**config.mk**
```make
export PLATFORM = sky130hd
export DESIGN_NAME = counter_bus_slave_flat
export DESIGN_NICKNAME = d
export VERILOG_FILES = /design/src/rtl/counter_bus_slave_if.sv /design/src/rtl/counter_bus_slave.sv /design/src/flat_wrapper.sv
export SDC_FILE = /design/constraint.sdc
export NUM_CORES = 1
export LEC_CHECK = 0
export CORE_MARGIN = 10
export CORE_UTILIZATION = 43
export DETAILED_ROUTE_END_ITERATION = 7
export PLACE_DENSITY_LB_ADDON = 0.05
export SYNTH_ARGS = -nofsm -noshare
export SYNTH_HDL_FRONTEND = slang
export SYNTH_SLANG_ARGS = --single-unit
```
**constraint.sdc**
```tcl
create_clock -name clk -period 2.1 [get_ports clk]
set_input_delay 0.63 -clock clk [delete_from_list [all_inputs] [get_ports clk]]
set_output_delay 0.63 -clock clk [all_outputs]
set_load 0.03 [all_outputs]
```
**src/rtl/counter_bus_slave_if.sv**
```systemverilog
// counter_bus_slave_if
//   Memory-mapped bus between a system master and the counter bus slave.
//   Word-addressed requests (busAddr[1:0] ignored), one-cycle handshake
//   through busWaitRequest, two-cycle read response through busReadValid,
//   plus the gated interrupt line returned to the system.
//
//   Signals:
//     busAddr        master->slave  byte address of the request
//     busWrite       master->slave  write request
//     busRead        master->slave  read request
//     busWriteData   master->slave  write data
//     busByteEn      master->slave  write byte enables, bit n covers data[8n+7:8n]
//     busWaitRequest slave->master  request not accepted this cycle
//     busReadData    slave->master  read data, meaningful with busReadValid
//     busReadValid   slave->master  one-cycle read response strobe
//     busIrq         slave->master  interrupt to system
interface counter_bus_slave_if #(
  parameter int unsigned ADDR_WIDTH = 4
) ();

  logic [ADDR_WIDTH-1:0] busAddr;
  logic                  busWrite;
  logic                  busRead;
  logic [31:0]           busWriteData;
  logic [3:0]            busByteEn;
  logic                  busWaitRequest;
  logic [31:0]           busReadData;
  logic                  busReadValid;
  logic                  busIrq;

  modport master (
    output busAddr,
    output busWrite,
    output busRead,
    output busWriteData,
    output busByteEn,
    input  busWaitRequest,
    input  busReadData,
    input  busReadValid,
    input  busIrq
  );

  modport slave (
    input  busAddr,
    input  busWrite,
    input  busRead,
    input  busWriteData,
    input  busByteEn,
    output busWaitRequest,
    output busReadData,
    output busReadValid,
    output busIrq
  );

endinterface

```
**src/rtl/counter_bus_slave.sv**
```systemverilog
// counter_bus_slave
//   Bus-side register interface for the counter peripheral core. Decodes bus
//   transactions into single-cycle core strobes and load values, returns read
//   data with a fixed two-cycle latency, and owns the sticky interrupt-pending
//   bit and the gated interrupt line.
//
//   Register map (busAddr[3:2], any higher address bit set = unmapped):
//     0 COUNT   RW  32-bit count
//     1 CONFIG  RW  bit0 En, bit1 Dir, bit2 Ire
//     2 STATUS      bit0 LT1000 (RO), bit1 IRQ_PEND (W1C)
//     3 unmapped: reads 0, writes ignored, transaction completes normally
//
//   Ports:
//     clk               clock, rising edge
//     reset             asynchronous active-low reset
//     bus               slave side of counter_bus_slave_if
//     counterIn         COUNT load value, valid during counterWe
//     counterEnIn/DirIn/IreIn  CONFIG load values, valid during counterConfigWe
//     counterWe, counterRe, counterConfigWe, counterConfigRe, counterStatusRe
//                       single-cycle core strobes
//     counterOut        core count
//     counterEnOut/DirOut/IreOut/LT1000Out  core config and status
//     counterIrq        core raw interrupt level
module counter_bus_slave #(
  parameter int unsigned ADDR_WIDTH = 4
) (
  input  logic                 clk,
  input  logic                 reset,
  counter_bus_slave_if.slave   bus,

  output logic [31:0]          counterIn,
  output logic                 counterEnIn,
  output logic                 counterDirIn,
  output logic                 counterIreIn,
  output logic                 counterWe,
  output logic                 counterRe,
  output logic                 counterConfigWe,
  output logic                 counterConfigRe,
  output logic                 counterStatusRe,

  input  logic [31:0]          counterOut,
  input  logic                 counterEnOut,
  input  logic                 counterDirOut,
  input  logic                 counterIreOut,
  input  logic                 counterLT1000Out,
  input  logic                 counterIrq
);

  typedef enum logic [1:0] {
    RegCount  = 2'd0,
    RegConfig = 2'd1,
    RegStatus = 2'd2,
    RegNone   = 2'd3
  } regSel_t;

  typedef enum logic [1:0] {
    StIdle,
    StRStrobe,
    StRResp
  } state_t;

  // Unmapped addresses collapse onto RegNone so the rest of the logic only
  // needs to look at a two-bit selector.
  function automatic regSel_t decodeReg(input logic [ADDR_WIDTH-1:0] addr);
    if ((addr >> 4) != '0) begin
      return RegNone;
    end
    return regSel_t'(addr[3:2]);
  endfunction

  // ---------------------------------------------------------------------------
  // State
  // ---------------------------------------------------------------------------
  state_t      stateQ, stateD;

  logic        wrValidQ;
  regSel_t     wrSelQ;
  logic [31:0] wrDataQ;
  logic [3:0]  wrBeQ;

  regSel_t     rdSelQ;
  logic [31:0] rdDataQ;

  logic        irqPendingQ, irqPendingD;
  logic        irqPrevQ;

  // ---------------------------------------------------------------------------
  // Request acceptance
  // ---------------------------------------------------------------------------
  logic        waitRequest;
  logic        reqAccept;
  logic        wrAccept;
  logic        rdAccept;
  regSel_t     reqSel;

  always_comb begin
    waitRequest = (stateQ == StRStrobe);
    reqAccept   = (bus.busWrite | bus.busRead) & ~waitRequest;
    // A simultaneous write wins; the read half is silently dropped.
    wrAccept    = reqAccept & bus.busWrite;
    rdAccept    = reqAccept & bus.busRead & ~bus.busWrite;
    reqSel      = decodeReg(bus.busAddr);
  end

  // ---------------------------------------------------------------------------
  // Write path: one pipeline register, strobe in the following cycle
  // ---------------------------------------------------------------------------
  always_ff @(posedge clk or negedge reset) begin
    if (!reset) begin
      wrValidQ <= 1'b0;
      wrSelQ   <= RegNone;
      wrDataQ  <= '0;
      wrBeQ    <= '0;
    end else begin
      wrValidQ <= wrAccept;
      if (wrAccept) begin
        wrSelQ  <= reqSel;
        wrDataQ <= bus.busWriteData;
        wrBeQ   <= bus.busByteEn;
      end
    end
  end

  logic statusClear;

  always_comb begin
    counterWe       = wrValidQ & (wrSelQ == RegCount);
    counterConfigWe = wrValidQ & (wrSelQ == RegConfig) & wrBeQ[0];
    statusClear     = wrValidQ & (wrSelQ == RegStatus) & wrBeQ[0] & wrDataQ[1];

    // Unselected bytes follow the live core count so a partial write never
    // disturbs bytes the core may be changing in the same cycle.
    counterIn = '0;
    if (counterWe) begin
      for (int b = 0; b < 4; b++) begin
        counterIn[8*b +: 8] = wrBeQ[b] ? wrDataQ[8*b +: 8] : counterOut[8*b +: 8];
      end
    end

    counterEnIn  = counterConfigWe & wrDataQ[0];
    counterDirIn = counterConfigWe & wrDataQ[1];
    counterIreIn = counterConfigWe & wrDataQ[2];
  end

  // ---------------------------------------------------------------------------
  // Read FSM
  // ---------------------------------------------------------------------------
  logic [31:0] rdMux;

  always_comb begin
    unique case (rdSelQ)
      RegCount:  rdMux = counterOut;
      RegConfig: rdMux = {29'd0, counterIreOut, counterDirOut, counterEnOut};
      RegStatus: rdMux = {30'd0, irqPendingQ, counterLT1000Out};
      default:   rdMux = '0;
    endcase
  end

  always_comb begin
    stateD          = stateQ;
    counterRe       = 1'b0;
    counterConfigRe = 1'b0;
    counterStatusRe = 1'b0;

    unique case (stateQ)
      StIdle: begin
        if (rdAccept) begin
          stateD = StRStrobe;
        end
      end
      StRStrobe: begin
        stateD          = StRResp;
        counterRe       = (rdSelQ == RegCount);
        counterConfigRe = (rdSelQ == RegConfig);
        counterStatusRe = (rdSelQ == RegStatus);
      end
      StRResp: begin
        // Wait request is low here, so a follow-on read can be taken at once.
        stateD = rdAccept ? StRStrobe : StIdle;
      end
      default: begin
        stateD = StIdle;
      end
    endcase
  end

  always_ff @(posedge clk or negedge reset) begin
    if (!reset) begin
      stateQ  <= StIdle;
      rdSelQ  <= RegNone;
      rdDataQ <= '0;
    end else begin
      stateQ <= stateD;
      if (rdAccept) begin
        rdSelQ <= reqSel;
      end
      // Capture at the end of the strobe cycle so a write strobed one cycle
      // earlier is already visible in the core outputs.
      if (stateQ == StRStrobe) begin
        rdDataQ <= rdMux;
      end
    end
  end

  // ---------------------------------------------------------------------------
  // Interrupt pending
  // ---------------------------------------------------------------------------
  logic irqSet;

  always_comb begin
    irqSet = counterIrq & ~irqPrevQ;
    // Set dominates a same-cycle W1C so no edge is ever lost.
    irqPendingD = irqSet | (irqPendingQ & ~statusClear);
  end

  always_ff @(posedge clk or negedge reset) begin
    if (!reset) begin
      irqPendingQ <= 1'b0;
      irqPrevQ    <= 1'b0;
    end else begin
      irqPendingQ <= irqPendingD;
      irqPrevQ    <= counterIrq;
    end
  end

  // ---------------------------------------------------------------------------
  // Bus outputs
  // ---------------------------------------------------------------------------
  assign bus.busWaitRequest = waitRequest;
  assign bus.busReadValid   = (stateQ == StRResp);
  assign bus.busReadData    = (stateQ == StRResp) ? rdDataQ : '0;
  assign bus.busIrq         = irqPendingQ & counterIreOut;

endmodule

```
**src/flat_wrapper.sv**
```systemverilog
// flat-port wrapper written by rule: the top's interface ports become plain ports
module counter_bus_slave_flat 
#(
  parameter int unsigned ADDR_WIDTH = 4
)
  (clk, reset, counterIn, counterEnIn, counterDirIn, counterIreIn, counterWe, counterRe, counterConfigWe, counterConfigRe, counterStatusRe, counterOut, counterEnOut, counterDirOut, counterIreOut, counterLT1000Out, counterIrq, bus_busAddr, bus_busWrite, bus_busRead, bus_busWriteData, bus_busByteEn, bus_busWaitRequest, bus_busReadData, bus_busReadValid, bus_busIrq);
  counter_bus_slave_if #(.ADDR_WIDTH(ADDR_WIDTH)) bus_i ();
  input  logic clk;
  input  logic reset;
  output logic [31:0] counterIn;
  output logic counterEnIn;
  output logic counterDirIn;
  output logic counterIreIn;
  output logic counterWe;
  output logic counterRe;
  output logic counterConfigWe;
  output logic counterConfigRe;
  output logic counterStatusRe;
  input  logic [31:0] counterOut;
  input  logic counterEnOut;
  input  logic counterDirOut;
  input  logic counterIreOut;
  input  logic counterLT1000Out;
  input  logic counterIrq;
  input wire logic [$bits(bus_i.busAddr)-1:0] bus_busAddr;
  input wire logic [$bits(bus_i.busWrite)-1:0] bus_busWrite;
  input wire logic [$bits(bus_i.busRead)-1:0] bus_busRead;
  input wire logic [$bits(bus_i.busWriteData)-1:0] bus_busWriteData;
  input wire logic [$bits(bus_i.busByteEn)-1:0] bus_busByteEn;
  output wire logic [$bits(bus_i.busWaitRequest)-1:0] bus_busWaitRequest;
  output wire logic [$bits(bus_i.busReadData)-1:0] bus_busReadData;
  output wire logic [$bits(bus_i.busReadValid)-1:0] bus_busReadValid;
  output wire logic [$bits(bus_i.busIrq)-1:0] bus_busIrq;
  assign bus_i.busAddr = bus_busAddr;
  assign bus_i.busWrite = bus_busWrite;
  assign bus_i.busRead = bus_busRead;
  assign bus_i.busWriteData = bus_busWriteData;
  assign bus_i.busByteEn = bus_busByteEn;
  assign bus_busWaitRequest = bus_i.busWaitRequest;
  assign bus_busReadData = bus_i.busReadData;
  assign bus_busReadValid = bus_i.busReadValid;
  assign bus_busIrq = bus_i.busIrq;
  counter_bus_slave #(.ADDR_WIDTH(ADDR_WIDTH)) u_core (.clk(clk), .reset(reset), .bus(bus_i), .counterIn(counterIn), .counterEnIn(counterEnIn), .counterDirIn(counterDirIn), .counterIreIn(counterIreIn), .counterWe(counterWe), .counterRe(counterRe), .counterConfigWe(counterConfigWe), .counterConfigRe(counterConfigRe), .counterStatusRe(counterStatusRe), .counterOut(counterOut), .counterEnOut(counterEnOut), .counterDirOut(counterDirOut), .counterIreOut(counterIreOut), .counterLT1000Out(counterLT1000Out), .counterIrq(counterIrq));
endmodule
```
==> flow_summary.toml, run 1 <==
[sta]
period_share_pct = 110
setup-tns-final_ns = -6.16
timing.hold.ws_ns = 0.264
finalSetupViolCount = 65
max_freq_ghz = 0.434
maxSlewHeadroom_pct = 64.5
finalMaxSlewViolations = 0
period_needed_ns = 2.30
worstMarginPinSlew_ns = 0.532
grt_setup_unrepaired = "true"
fin_ws_ns = -0.202
hold_viol = 0
clock_skew_ns = 0.00755

[drt]
ant_nets = 0
vias = 3044
drt_iter0_drc = 97
drt_pass1_iterations = 4
vias_per_cell = 5.06
wl_per_cell_um = 19.4
drcViolationCount = 0
wirelength_um = 11700

[placed_design]
port_buffers = 153
place_congestion = 0.724
dp_hpwl_um = 7830
dpl-instance-area_sq_um = 5280

[yosys]
synth_edf_count = 0
synthesis.area_sq_um = 3720
yosysUniqueCellTypes = 30
ys_seq_area_share_pct = 51.9
synth_mux_area_share_pct = 22.2
yosys.area_share.simple_pct = 12.9
netlist_instances = 303
yosys-top-cells-count = "73 x dfrtp_1, 37 x and2_1, 34 x mux2i_1, 34 x nor2_1, 31 x mux2_2"
synth_xor_area_share_pct = 0
synth_top_area_share_pct = 49.1
ys.warnings.count = 0
synth-main-ff-cell = "dfrtp_1"
yosysMostFrequentCell = "dfrtp_1"
synth_top_family_by_area = "multiplexers"
synthArstFlopShare_pct = 100
ys_top_cells_by_area = "dfrtp_1 49%, mux2_2 9.4%, mux2i_1 9.1%"
synthAdderAreaFrac_pct = 0
synth_nets = 384
synth_top_area_cell = "dfrtp_1"
ys_ff_latch = 77
synth_compound_area_share_pct = 7.97
syn_area_per_cell_sq_um = 12.3

[setup_path]
crit_arrival_ns = 1.67
crit_path_start_kind = "flop"
crit_path_max_fanout = 17
endpoint_kind = "output port"
required_ns = 1.47
criticalPathCategory = "flop to output port"

[cts]
clock_latency_ns = 0.33
cts.clk_slew.worst_paths_ns = 0.08
clock_path_buffers = 2
hold_buffers = 0
cts_root_buf = "clkbuf_8"
cts_buffers = 9
cts_tree = "done"
h-tree-depth = 3
cts.sinks = 77

[final_layout]
area.growth.synth_to_final_pct = 61.9
stdcell_area_sq_um = 6020
diodes = 0
drive_above_1_share_pct = 47.4
nets = 572
n_fill_cell = 599

[grt]
grt_max_degree = 40
grt_first_pass_wirelength_um = 17500
grt_pass1_vias = 3243
antenna_found_initial = 0
gr-total-overflow = 0
grt_usage_pct = 17.0

[power_and_ir_drop]
cellPowerDensity_nw_per_um2 = 706
peakVddDrop_uv = 366
p_leak_uw = 0.00286

[outcome]
failed_checks = "negative setup slack"
status = "finished with violations"

[floorplan]
initial_core_util_pct = 44.8
core_sq_um = 8300
num_io_pins = 156
dieWidth_um = 113
dieArea_sq_um = 12800
die_y_um = 113
fp-row-count = 33

[flow_run]
cap_violations = 0

[hold_path]
min_path_type = "primary input to asynchronous set/reset pin"
==> logic make-up after synthesis <==
logic type | Yosys count
and+or+nand+nor | 87
buffers and inverters | 28
AOI/OAI and AO/OA | 37
DFF | 77
muxes | 74
==> registers in the layout, summed over array words and instances, names as in the netlist, 2 cells and up <==
signal	flops
u_core.rdDataQ	32
u_core.wrDataQ	32
u_core.wrBeQ	4
u_core.rdSelQ	2
u_core.stateQ	2
u_core.wrSelQ	2
==> report_power, final <==
group,total (uW),leakage (uW),switching (uW),internal [uW]
Sequential,1860,0.000946,158,1710
Combinational,1120,0.00180,487,629
Clock,1270,0.000116,536,737
==> cells in the final DEF (no fill, tap or decap), drive strengths merged <==
cell type / synthesis / routed
nor2: 35 / 35
or2: 2 / 2
nand2b: 3 / 4
nand2: 3 / 3
and2: 37 / 37
a22o: 29 / 29
clkdlybuf4s50: 0 / 77
nor2b: 2 / 2
mux2i: 34 / 34
o21ai: 2 / 2
nand3b: 1 / 1
buf: 17 / 122
clkinv: 0 / 1
and4b: 1 / 1
dfrtp: 73 / 73
nor3: 1 / 1
clkinvlp: 0 / 1
o31ai: 1 / 1
nor3b: 1 / 1
mux2: 40 / 40
a21oi: 5 / 5
bufinv: 0 / 2
clkbuf: 6 / 11
inv: 5 / 6
or3b: 1 / 1
dfstp: 4 / 4
==> repair_timing <==
item / 4_1_cts / 5_1_grt
endpoints found under the setup margin: 55 / 69
gates cloned: 3 / 3
gates resized for setup: 17 / 90
pin swaps: 1 / 22
setup buffers: 0 / 16
==> worst max-delay path, stage by stage, from the launching register on <==
cell and delay, ns:
dfstp_2 0.39, or3b_4 0.44, buf_12 0.18, nor2_1 0.14, buf_4 0.18
==> stage by stage <==
step | instances | setup WS (ns) | power, uW | utilization [%]
6_report | 601 | -0.202 | 4250 | 72.6
5_1_grt | 601 | -0.266 | 4470 | 72.6
4_1_cts | 582 | -0.192 | 4190 | 67.5
2_1_floorplan | 303 | 0.0290 | 2440 | -
3_5_place_dp | 563 | -0.0246 | 2870 | 63.7
3_3_place_gp | 563 | -0.0137 | 2840 | 63.7
==> routing by layer <==
layer | routed length, um | GRT usage, %
met5 | 0 | 0
met4 | 52 | 3.38
met3 | 892 | 6.29
met2 | 5950 | 28.9
met1 | 4790 | 20.3
==> path summary, 6_finish.rpt <==
kind                                   from            endpoint  slack [ns]  cells after the start
min in group clk            u_core.irqPrevQ  u_core.irqPendingQ        0.43                      1
setup / recovery           u_core.wrSelQ[0]        counterIn[5]       -0.20                      4
hold reg to reg             u_core.irqPrevQ  u_core.irqPendingQ        0.43                      1
max in group asynchronous             reset  u_core.wrDataQ[21]        1.27                      2
setup reg to reg           u_core.stateQ[0]   u_core.wrDataQ[5]        0.27                      7
hold / removal                        reset   u_core.wrDataQ[0]        0.26                      1
==> cell type report <==
cell class | instances | area, sq um | share of cell area, %
clock buffers | 11 | 151 | 2.51
multi-input cells | 199 | 1730 | 28.7
inverters | 5 | 21.3 | 0.353
clock inverters | 5 | 81.3 | 1.35
flip-flops and latches | 77 | 1930 | 32.1
repair buffers | 199 | 1980 | 32.8
well taps | 105 | 131 | 2.18
No activity file was read; power rests on OpenSTA's default activity.
==> run 2, diff against run 1 <==
--- a/config.mk
+++ b/config.mk
@@ -6,9 +6,11 @@
 export NUM_CORES = 1
 export LEC_CHECK = 0
 export CORE_MARGIN = 10
-export CORE_UTILIZATION = 43
+export CORE_UTILIZATION = 60
 export DETAILED_ROUTE_END_ITERATION = 7
+export DONT_BUFFER_PORTS = 1
 export PLACE_DENSITY_LB_ADDON = 0.05
+export SETUP_SLACK_MARGIN = 0.5
 export SYNTH_ARGS = -nofsm -noshare
 export SYNTH_HDL_FRONTEND = slang
 export SYNTH_SLANG_ARGS = --single-unit
==> flow_summary.toml, run 2 (synthesis results as in run 1) <==
[final_layout]
stdcell_area_sq_um = 4960
n_fill_cell = 339
final_cell_mix = "71 x dfrtp_1, 37 x and2_4, 34 x mux2i_1, 30 x nor2_4, 29 x a22o_1"
area.growth.synth_to_final_pct = 33.3
diodes = 0
nets = 418
seq_area_sq_um = 1930
mostFrequentLayoutCell = "dfrtp_1"
fin_util_pct = 83.3
drive_above_1_share_pct = 54.7
reg.largest.list = "u_core.rdDataQ: 32 flops, u_core.wrDataQ: 32 flops, u_core.wrBeQ: 4 flops"
multiInputGateArea_sq_um = 1990

[grt]
grt_max_degree = 78
grt_first_pass_wirelength_um = 15900
gr-total-overflow = 0
antenna_found_initial = 0
grt_usage_pct = 20.9
grt_pass1_vias = 2802

[drt]
vias = 2574
ant_nets = 0
drt_pass1_iterations = 4
vias_per_cell = 6.17
drcViolationCount = 0
wirelength_um = 11200
wl_per_cell_um = 26.8
drt_iter0_drc = 101

[power_and_ir_drop]
cellPowerDensity_nw_per_um2 = 853
p_leak_uw = 0.00225
peakVddDrop_uv = 589
power_uw = 4230

[sta]
finalMaxSlewViolations = 0
period_needed_ns = 2.29
finalSetupViolCount = 46
maxSlewHeadroom_pct = 50.1
period_share_pct = 109
grt_setup_unrepaired = "true"
clock_skew_ns = 0.0140
worstMarginPinSlew_ns = 0.747
timing.hold.ws_ns = -0.0354
setup-tns-final_ns = -4.30
max_freq_ghz = 0.436
fin_ws_ns = -0.191
hold_viol = 73

[floorplan]
dieArea_sq_um = 9750
core_sq_um = 5960
initial_core_util_pct = 62.5
fp-row-count = 28
dieWidth_um = 98.7
num_io_pins = 156
die_y_um = 98.7

[placed_design]
dp_hpwl_um = 6860
dpl-instance-area_sq_um = 4140
port_buffers = 0
place_congestion = 0.767

[outcome]
status = "finished with violations"
failed_checks = "negative hold slack, negative setup slack"

[cts]
cts_tree = "done"
cts_buffers = 9
cts.sinks = 77
clock_latency_ns = 0.36
cts.clk_slew.worst_paths_ns = 0.08
cts_root_buf = "clkbuf_8"
h-tree-depth = 3
clock_path_buffers = 2

[setup_path]
crit_path_max_fanout = 17
endpoint_kind = "output port"
crit_path_start_kind = "flop"
criticalPathCategory = "flop to output port"
crit_arrival_ns = 1.66
required_ns = 1.47
r2r_cells = 4

[flow_run]
cap_violations = 0

[hold_path]
min_path_type = "primary input to asynchronous set/reset pin"
-- run 2: where the power goes --
part,internal [uW],switching (uW),total [uW]
sequential,1710,173,1880
combinational,491,489,980
clock,822,549,1370
-- run 2: per-layer routing --
layer	GRT usage [%]	vias to the layer above	wire (um)
li1	-	1115	-
met3	9.64	23	1240
met5	0	-	0
met1	22.4	1300	4060
met2	34.8	136	5670
met4	8.49	0	221
-- run 2: stage by stage --
stage | cells | hold slack [ns] | setup WS [ns]
2_1_floorplan | 303 | 0.334 | 0.254
3_3_place_gp | 372 | 0.337 | 0.209
3_5_place_dp | 372 | 0.337 | 0.191
4_1_cts | 411 | -0.0437 | -0.179
5_1_grt | 417 | -0.0496 | -0.211
6_report | 417 | -0.0354 | -0.191
-- run 2: worst max-delay path, cell delays in order, from the launching register on --
cell and delay [ns]:
dfstp_2 0.39, or3b_4 0.41, buf_12 0.20, nor2_2 0.15
buf_6 0.14
-- run 2: path summary, 6_finish.rpt --
kind	start	to	slack, ns
min in group clk	counterIrq	u_core.irqPrevQ	0.30
setup / recovery	u_core.wrSelQ[1]	counterIn[31]	-0.19
hold reg to reg	u_core.irqPrevQ	u_core.irqPendingQ	0.46
hold / removal	reset	u_core.rdDataQ[28]	-0.04
max in group asynchronous	reset	u_core.wrSelQ[1]	1.90
setup reg to reg	u_core.stateQ[1]	u_core.rdDataQ[31]	0.42
-- run 2: cell type report --
| cell class | count | share of cell area (%) |
|---|---|---|
| Tap cell | 75 | 1.89 |
| Sequential cell | 77 | 39.0 |
| Clock buffer | 12 | 2.93 |
| Timing Repair Buffer | 45 | 13.6 |
| Multi-Input combinational cell | 199 | 40.1 |
| Inverter | 5 | 0.606 |
| Clock inverter | 4 | 1.92 |
-- run 2: what timing repair did --
| item | in CTS | in global routing |
|---|---|---|
| setup buffers | 16 | 2 |
| resized for setup | 36 | 20 |
| setup endpoints to repair | 124 | 127 |
| cloned | 7 | 4 |
| pin swaps | 18 | 16 |
| endpoints found under the hold margin | 73 | 73 |
